**config.mk**
```make
export PLATFORM = sky130hd
export DESIGN_NAME = alu_mp_add_seq
export DESIGN_NICKNAME = d
export VERILOG_FILES = /design/src/rtl/alu_mp_add_seq.sv
export SDC_FILE = /design/constraint.sdc
export NUM_CORES = 1
export LEC_CHECK = 0
export ABC_AREA = 1
export CAP_MARGIN = 20
export CORE_ASPECT_RATIO = 1.2
export CORE_MARGIN = 1
export CORE_UTILIZATION = 48
export CTS_BUF_LIST = sky130_fd_sc_hd__clkbuf_4 sky130_fd_sc_hd__clkbuf_8
export CTS_CLUSTER_SIZE = 16
export DETAILED_ROUTE_END_ITERATION = 8
export PLACE_DENSITY = 0.8
export SKIP_LAST_GASP = 1
export SLEW_MARGIN = 0
export SYNTH_ARGS = -nofsm -noshare
export SYNTH_HDL_FRONTEND = slang
export SYNTH_SLANG_ARGS = --single-unit
```
**constraint.sdc**
```tcl
create_clock -name clk -period 3.6 [get_ports clk]
set_input_delay 0.72 -clock clk [delete_from_list [all_inputs] [get_ports clk]]
set_output_delay 0.72 -clock clk [all_outputs]
set_load 0.05 [all_outputs]
```
**src/rtl/alu_mp_add_seq.sv**
```systemverilog
// Multi-precision adder: one 16-bit slice sequenced over WORDS cycles.
// Optional subtract mode via the ALU_MP_ADD_SUB_EN macro.
module alu_mp_add_seq #(
    parameter int WORDS = 4
) (
    input  logic                 clk,
    input  logic                 rst_n,
    input  logic                 start,
    input  logic [WORDS*16-1:0]  X,
    input  logic [WORDS*16-1:0]  Y,
`ifdef ALU_MP_ADD_SUB_EN
    input  logic                 Sub,
`endif
    output logic                 busy,
    output logic                 done,
    output logic [WORDS*16-1:0]  Z,
    output logic                 Sign,
    output logic                 Zero,
    output logic                 Carry,
    output logic                 Parity,
    output logic                 Overflow
);

    localparam int W  = WORDS * 16;
    localparam int IW = (WORDS > 2) ? $clog2(WORDS) : 1;

    typedef enum logic [1:0] {
        IDLE,
        RUN,
        DONE
    } state_t;

    state_t state, state_nxt;

    logic [W-1:0]  xr;
    logic [W-1:0]  yr;
    logic [IW-1:0] idx;
    logic          cy;
    logic          zacc;
    logic          pacc;
    logic          subr;
    logic          sub_in;

    logic [15:0]   xw;
    logic [15:0]   yw;
    logic [15:0]   s;
    logic          c;
    logic          last;
    logic          accept;

`ifdef ALU_MP_ADD_SUB_EN
    assign sub_in = Sub;
`else
    assign sub_in = 1'b0;
`endif

    // Subtract is X + ~Y + 1: invert the B slice, seed the carry with 1.
    always_comb begin
        xw   = xr[idx*16 +: 16];
        yw   = yr[idx*16 +: 16] ^ {16{subr}};
        {c, s} = {1'b0, xw} + {1'b0, yw} + {16'd0, cy};
        last = (idx == IW'(WORDS - 1));
    end

    assign accept = start && (state != RUN);

    always_ff @(posedge clk) begin
        if (!rst_n) begin
            state <= IDLE;
        end else begin
            state <= state_nxt;
        end
    end

    always_comb begin
        state_nxt = state;
        busy      = 1'b0;
        done      = 1'b0;
        unique case (state)
            IDLE: begin
                if (start) begin
                    state_nxt = RUN;
                end
            end
            RUN: begin
                busy = 1'b1;
                if (last) begin
                    state_nxt = DONE;
                end
            end
            DONE: begin
                done      = 1'b1;
                state_nxt = start ? RUN : IDLE;
            end
            default: begin
                state_nxt = IDLE;
            end
        endcase
    end

    always_ff @(posedge clk) begin
        if (!rst_n) begin
            xr       <= '0;
            yr       <= '0;
            idx      <= '0;
            cy       <= 1'b0;
            zacc     <= 1'b0;
            pacc     <= 1'b0;
            subr     <= 1'b0;
            Z        <= '0;
            Sign     <= 1'b0;
            Zero     <= 1'b0;
            Carry    <= 1'b0;
            Parity   <= 1'b0;
            Overflow <= 1'b0;
        end else if (accept) begin
            xr   <= X;
            yr   <= Y;
            idx  <= '0;
            cy   <= sub_in;
            zacc <= 1'b1;
            pacc <= 1'b0;
            subr <= sub_in;
        end else if (state == RUN) begin
            Z[idx*16 +: 16] <= s;
            cy   <= c;
            zacc <= zacc & ~|s;
            pacc <= pacc ^ (^s);
            idx  <= idx + 1'b1;
            // Flags reflect the whole word, so they land on the top slice only.
            if (last) begin
                Carry    <= c;
                Sign     <= s[15];
                Zero     <= zacc & ~|s;
                Parity   <= ~(pacc ^ (^s));
                Overflow <= (xw[15] & yw[15] & ~s[15])
                          | (~xw[15] & ~yw[15] & s[15]);
            end
        end
    end

endmodule

```
==> metrics.md, run 1 <==
| Metric | Value |
|---|---|
| Synth warnings | `0` |
| Hold bufs inserted after CTS | `0` |
| Avg WL per Cell | `15.58 um` |
| Crit path kind | `reg -> reg` |
| Vias in the first global route | `8,809` |
| Clock network power share | `31.5%` |
| FF-to-FF End | `pacc` |
| Top cells by area, synth | `dfxtp_1 (44%), nor2_1 (14%), o21ai_0 (9.8%)` |
| Reg2reg setup slack | `7 ps` |
| Max IR drop VDD | `0.3035 mV` |
| Library cells used by synthesis | `38` |
| Max clock buf depth | `3` |
| Sink Count | `204` |
| GRT Total Usage | `27.11%` |
| Switching Share | `32.47%` |
| Inserted Clock Buffers | `30` |
| CORE AREA | `18,920 um^2` |
| Total leakage power | `5.181 nW` |
| Combinational power share | `28.6%` |
| CTS tree | `built` |
| Slew @ Worst Pin | `828.8 ps` |
| Setup TNS | `0 ps` |
| GRT overflow | `0` |
| Worst Reg2Reg Path Length in Cells | `25` |
| Via-per-instance ratio | `5.371` |
| Max Slew Vio Count | `0` |
| Fillers | `1,591` |
| DR pass1 iterations | `5` |
| Endpoints failing setup | `0` |
| Most common cell after layout, fill and taps aside | `nor2_1` |
| Most frequent cells in the layout | `nor2_1 (332), dfxtp_1 (202), clkdlybuf4s50_1 (200)` |
| Final HPWL DP | `20.15 mm` |
| Worst setup path start | `idx[0]` |
| Top cell type's share of synthesized area | `43.91%` |
| Sequential share of power | `39.9%` |
| WP data required | `4060 ps` |
| Worst setup path end | `pacc` |
| Post-Synthesis Cells | `1,314` |
| Buffers on Ports | `201` |
| Via Count | `9,619` |
| Layout cells sized above 1 | `11.14%` |
| Status | `completed` |
| Io pins | `202` |
| Die Ht | `154.5 um` |
| Die footprint | `19,940 um^2` |
| Nets | `1,673` |
| Die width | `129.1 um` |
| Net Count, Synth | `1,476` |
| Highest fanout seen on the critical path | `14` |
| Net Sw Power | `0.002037 W` |
| Final core utilization | `67.22%` |
| Worst setup SP type | `flip-flop` |
| Fin. Hold Viols | `0` |
| Worst-path clk slew | `70 ps` |
| Syn Std Cell Area | `9301 um^2` |
| Post-synthesis sequential area ratio | `43.91%` |
| Routed wire length | `27.90 mm` |
| Iteration-0 DRC Markers | `803` |
| Top cell type by total area after synthesis | `dfxtp_1` |
| Final min period | `3593 ps` |
| Area delta synth->final | `36.76%` |
| Slew headroom | `44.33%` |
| Critical R2R Launch | `idx[0]` |
| Max Cap Violations | `0` |
| Hold Crit Class | `reg -> reg` |
| WP data arrival | `4050 ps` |
| Final ANT Viol Nets | `0` |
| Post-synthesis register bit count | `204` |
| CP endpoint kind | `flip-flop` |
| Cell Pwr Density | `493.1 nW/um^2` |
| Diodes inserted | `0` |
| Max frequency | `278.4 MHz` |
| Antenna violations before repair | `0` |
| Clk_skew | `11.38 ps` |
| Root buf cell | `clkbuf_8` |
| Syn Area/Cell | `7.079 um^2` |
| DR DRC count | `0` |
| Site Rows | `55` |
| Maximum number of pins on one net before global-route repair | `133` |
| First-pass GRT wire length | `42.92 mm` |
| Placer Congestion | `0.8868` |
| Initial Util | `49.15%` |
| Period utilization | `99.79%` |
| P_int | `0.004236 W` |
| Clock Latency Late Sink | `570 ps` |
| H-tree lvl count | `1` |
[power by group through the flow]
stage          Clock, W  Combinational [W]  Sequential, W
5_1_grt         0.00209            0.00197        0.00251
2_1_floorplan         0           0.000991        0.00256
3_5_place_dp          0            0.00162        0.00255
3_3_place_gp          0            0.00158        0.00254
6_report        0.00197            0.00180        0.00250
4_1_cts         0.00199            0.00164        0.00250
[through the flow]
step,instance area (um^2),hold slack [ps],total power (W),std cells,setup slack (ps)
finish,12720,465.5,0.006272,1791,7.480
global route,12720,484.5,0.006574,1791,-189.8
CTS,12380,466.7,0.006125,1778,2.689
detailed placement,11680,456.5,0.004166,1721,-73.18
global placement,11680,453.9,0.004125,1721,100.4
floorplan,9326,449.5,0.003555,1314,23.37
[repair_timing]
item                       4_1_cts  5_1_grt
setup buffers                    0       10
gates cloned                     1        3
setup endpoints to repair        2        2
gates resized for setup          6       44
pin swaps                        2       22
[registers in the layout (all words and copies together) (netlist names)]
name      cells
idx           2
Sign          1
state         2
xr           64
Overflow      1
Z            64
cy            1
yr           64
pacc          1
Parity        1
Carry         1
Zero          1
zacc          1
[worst min-delay path by stage]
| stage | startpoint | end | slack (ps) | cells past startpoint |
|---|---|---|---|---|
| 2_1_floorplan | xr[32] | xr[32] | 450 | 2 |
| 3_3_place_gp | Z[35] | Z[35] | 450 | 2 |
| 3_5_place_dp | Z[32] | Z[32] | 460 | 2 |
| 4_1_cts | Z[32] | Z[32] | 470 | 2 |
| 5_1_grt | Z[23] | Z[23] | 480 | 2 |
| 6_report | Z[47] | Z[47] | 470 | 2 |
[layer usage]
layer / part of all wire, % / track usage, % / up-vias / routed length (um)
met5: 0 / 0 / - / 0
met2: 50 / 47.98 / 420 / 13980
met3: 6.4 / 3.667 / 89 / 1789
met4: 4.3 / 13.50 / 0 / 1201
met1: 39 / 31.82 / 4401 / 10930
li1: - / - / 4709 / -
[critical path, stage by stage, from the launching register on]
cell and delay, ps:
dfxtp_4 430, inv_8 70, buf_12 150, o21ai_0 160, o22ai_1 120, ha_1 370, nand2_2 120, inv_1 50
a21oi_1 200, nand2_2 130, a21oi_2 210, xnor2_2 140, inv_1 100, ha_4 250, xnor2_2 130, inv_1 60
nand2_1 80, nand2_1 90, nand2_1 110, nand3_1 80, nand2_1 100, inv_1 50, nand3_1 100, nand3_1 80
nand2_1 60, inv_1 40
[area by class of cell]
type	instances	area (um^2)	area share [%]
inverter	65	254.0	1.997
multi-input combinational	961	4837	38.02
clock buffer	47	609.3	4.790
tap	256	320.3	2.518
clock inverter	9	51.30	0.4033
timing repair buffer	249	2560	20.12
sequential	204	4089	32.14
[logic make-up (layout without fill, tap and decap cells)]
| logic type | after synthesis | in the layout | synth area share (%) |
|---|---|---|---|
| XOR/XNOR | 14 | 14 | 1.399 |
| flip-flops | 204 | 204 | 43.91 |
| buffers and inverters | 149 | 370 | 6.336 |
| AND/OR/NAND/NOR | 603 | 603 | 26.07 |
| adder cells (fa/ha/maj) | 31 | 31 | 4.331 |
| AO/OA/AOI/OAI | 313 | 313 | 17.96 |
[Yosys cell counts, drive strengths merged]
library cell and number:
nand3 32, xnor2 6, nand3b 1, buf 26, o21ai 185, nand2b 1
o22ai 28, fa 2, nor2 340, o21a 3, ha 29, a31oi 1
dfxtp 204, nor3 14, o21bai 2, nand4 14, a32oi 5, a22oi 3
clkbuf 58, nor4 1, xor2 8, inv 62, clkinv 3, o211ai 4
a21oi 82, nand2 200
No activity file was read; power rests on OpenSTA's default activity.
==> run 2: changes to the inputs <==
- CORE_MARGIN: 1 -> default
- CORE_UTILIZATION: 48 -> 53
- PLACE_DENSITY: 0.8 -> 0.84
- clock period: 3.6 -> 3.7 ns (I/O delays scaled with it)
==> metrics.md, run 2 (synthesized netlist as in run 1, its figures left out) <==
| Metric | Value |
|---|---|
| Status | `completed (unchanged)` |
| Cell Pwr Density | `489.4 nW/um^2 (was 493.1 nW/um^2)` |
| Max Cap Violations | `0 (unchanged)` |
| Worst setup path start | `idx[0] (unchanged)` |
| Highest fanout seen on the critical path | `22 (was 14)` |
| Reg2reg setup slack | `190 ps (was 7 ps)` |
| WP data arrival | `3940 ps (was 4050 ps)` |
| H-tree lvl count | `1 (unchanged)` |
| Inserted Clock Buffers | `30 (unchanged)` |
| Area delta synth->final | `34.57% (was 36.76%)` |
| Setup TNS | `0 ps (unchanged)` |
| Buffers on Ports | `201 (unchanged)` |
| Routed wire length | `27.40 mm (was 27.90 mm)` |
| Die footprint | `18,090 um^2 (was 19,940 um^2)` |
| Root buf cell | `clkbuf_8 (unchanged)` |
| Most frequent cells in the layout | `nor2_1 (333), dfxtp_1 (202), clkdlybuf4s50_1 (200) (was nor2_1 (332), dfxtp_1 (202), clkdlybuf4s50_1 (200))` |
| Max Used Layer | `met4 (unchanged)` |
| Worst Hold Depth | `2 (unchanged)` |
| Worst-path clk slew | `70 ps (about the same)` |
| Total leakage power | `5.107 nW (was 5.181 nW)` |
| Placed instance area | `11,510 um^2 (was 11,680 um^2)` |
| Fin. Hold Viols | `0 (unchanged)` |
| Vias in the first global route | `8,974 (was 8,809)` |
| Placer Congestion | `0.9302 (was 0.8868)` |
| Initial Util | `54.57% (was 49.15%)` |
| CP max stage delay | `370 ps (was 430 ps)` |
| Hold Crit Class | `reg -> reg (unchanged)` |
| GRT Total Usage | `29.45% (was 27.11%)` |
| Layout cells sized above 1 | `10.09% (was 11.14%)` |
| Met1 Wirelength | `10.85 mm (was 10.93 mm)` |
| Die Ht | `147.1 um (was 154.5 um)` |
| Largest regs | `Z x64, xr x64, yr x64 (unchanged)` |
| Antenna violations before repair | `0 (unchanged)` |
| First-pass GRT wire length | `42.39 mm (was 42.92 mm)` |
| Hold bufs inserted after CTS | `0 (unchanged)` |
| Period utilization | `94.89% (was 99.79%)` |
| Max Slew Vio Count | `0 (unchanged)` |
| Final instance area | `12,520 um^2 (was 12,720 um^2)` |
| Worst setup SP type | `flip-flop (unchanged)` |
| Slowest cell on the critical path | `dfxtp_4 (unchanged)` |
| Diodes inserted | `0 (unchanged)` |
| CORE AREA | `17,050 um^2 (was 18,920 um^2)` |
| Final HPWL DP | `19.37 mm (was 20.15 mm)` |
| Max clock buf depth | `3 (unchanged)` |
| GRT overflow | `0 (unchanged)` |
| Worst setup margin | `188.9 ps (was 7.480 ps)` |
| CTS tree | `built (unchanged)` |
| Crit path kind | `reg -> reg (unchanged)` |
| Multi-input combinational cell area | `4791 um^2 (was 4837 um^2)` |
| Max IR drop VDD | `0.2670 mV (was 0.3035 mV)` |
| Avg WL per Cell | `15.72 um (was 15.58 um)` |
| Site Rows | `52 (was 55)` |
| Most common cell after layout, fill and taps aside | `nor2_1 (unchanged)` |
| Critical R2R Launch | `idx[0] (unchanged)` |
| Sink Count | `204 (unchanged)` |
| Via-per-instance ratio | `5.414 (was 5.371)` |
| Clk_skew | `10.66 ps (was 11.38 ps)` |
| Max frequency | `284.8 MHz (was 278.4 MHz)` |
| Met2 WL post-DR | `13.45 mm (was 13.98 mm)` |
| Most used cell, CP | `nand2_1` |
| Fillers | `1,357 (was 1,591)` |
| Pre-CTS WS | `102.7 ps (was -73.18 ps)` |
| Worst setup path end | `Parity (was pacc)` |
| FF+latch area | `4089 um^2 (unchanged)` |
| Metal3 WL | `1.680 mm (was 1.789 mm)` |
| Final ANT Viol Nets | `0 (unchanged)` |
| Die width | `122.9 um (was 129.1 um)` |
| DR pass1 iterations | `6 (was 5)` |
| Slew headroom | `36.59% (was 44.33%)` |
| Nets | `1,667 (was 1,673)` |
| Slew @ Worst Pin | `951.2 ps (was 828.8 ps)` |
| Maximum number of pins on one net before global-route repair | `133 (unchanged)` |
| Io pins | `202 (unchanged)` |
| DR DRC count | `0 (unchanged)` |
| Endpoints failing setup | `0 (unchanged)` |
| FF-to-FF End | `Parity (was pacc)` |
| Clock Latency Late Sink | `560 ps (was 570 ps)` |
| CP endpoint kind | `flip-flop (unchanged)` |
| Iteration-0 DRC Markers | `680 (was 803)` |
| Worst Reg2Reg Path Length in Cells | `25 (unchanged)` |
| Via Count | `9,436 (was 9,619)` |
| WP data required | `4120 ps (was 4060 ps)` |
| Final min period | `3511 ps (was 3593 ps)` |
[run 2: how the worst min path moves through the flow]
stage	from	end
CTS	Z[47]	Z[47]
finish	Z[41]	Z[41]
global placement	Z[40]	Z[40]
detailed placement	Z[40]	Z[40]
global route	Z[38]	Z[38]
floorplan	xr[32]	xr[32]
[run 2: layout make-up]
| class | count | share of cell area, % |
|---|---|---|
| Sequential cell | 204 | 32.67 |
| Tap cell | 216 | 2.159 |
| Inverter | 65 | 1.989 |
| Clock inverter | 3 | 0.3499 |
| Timing Repair Buffer | 243 | 19.45 |
| Clock buffer | 51 | 5.108 |
| Multi-Input combinational cell | 961 | 38.27 |
[run 2: per-layer routing]
layer,GRT usage (%),up-vias
met4,16.16,0
li1,-,4684
met3,3.533,86
met2,50.59,411
met1,35.27,4255
met5,0,-
[run 2: critical path: cells and delay by family (launching register included)]
family | cells | cell delay, ps
compound gates | 4 | 540
xor+xnor | 2 | 320
buf+inv | 6 | 620
flops | 1 | 370
fa+ha+maj | 2 | 630
simple gates | 11 | 890
[run 2: stage by stage]
stage               utilization (%)  cells  hold WS (ps)  total power [W]
finish                        73.43   1743         464.5         0.006126
global route                  73.43   1743         483.8         0.006414
CTS                           71.54   1733         464.3         0.005972
detailed placement            67.54   1679         454.7         0.004003
global placement              67.54   1679         452.9         0.003972
floorplan                         -   1314         449.5         0.003454
[run 2: what timing repair did]
action / 4_1_cts / 5_1_grt
buffers inserted: 0 / 7
resized for setup: 0 / 52
setup endpoints to repair: 0 / 2
[run 2: power breakdown]
part / switching, W / internal, W
clock network: 0.000835 / 0.00115
logic: 0.00101 / 0.000703
registers: 0.0000906 / 0.00234
total: 0.00193 / 0.00419
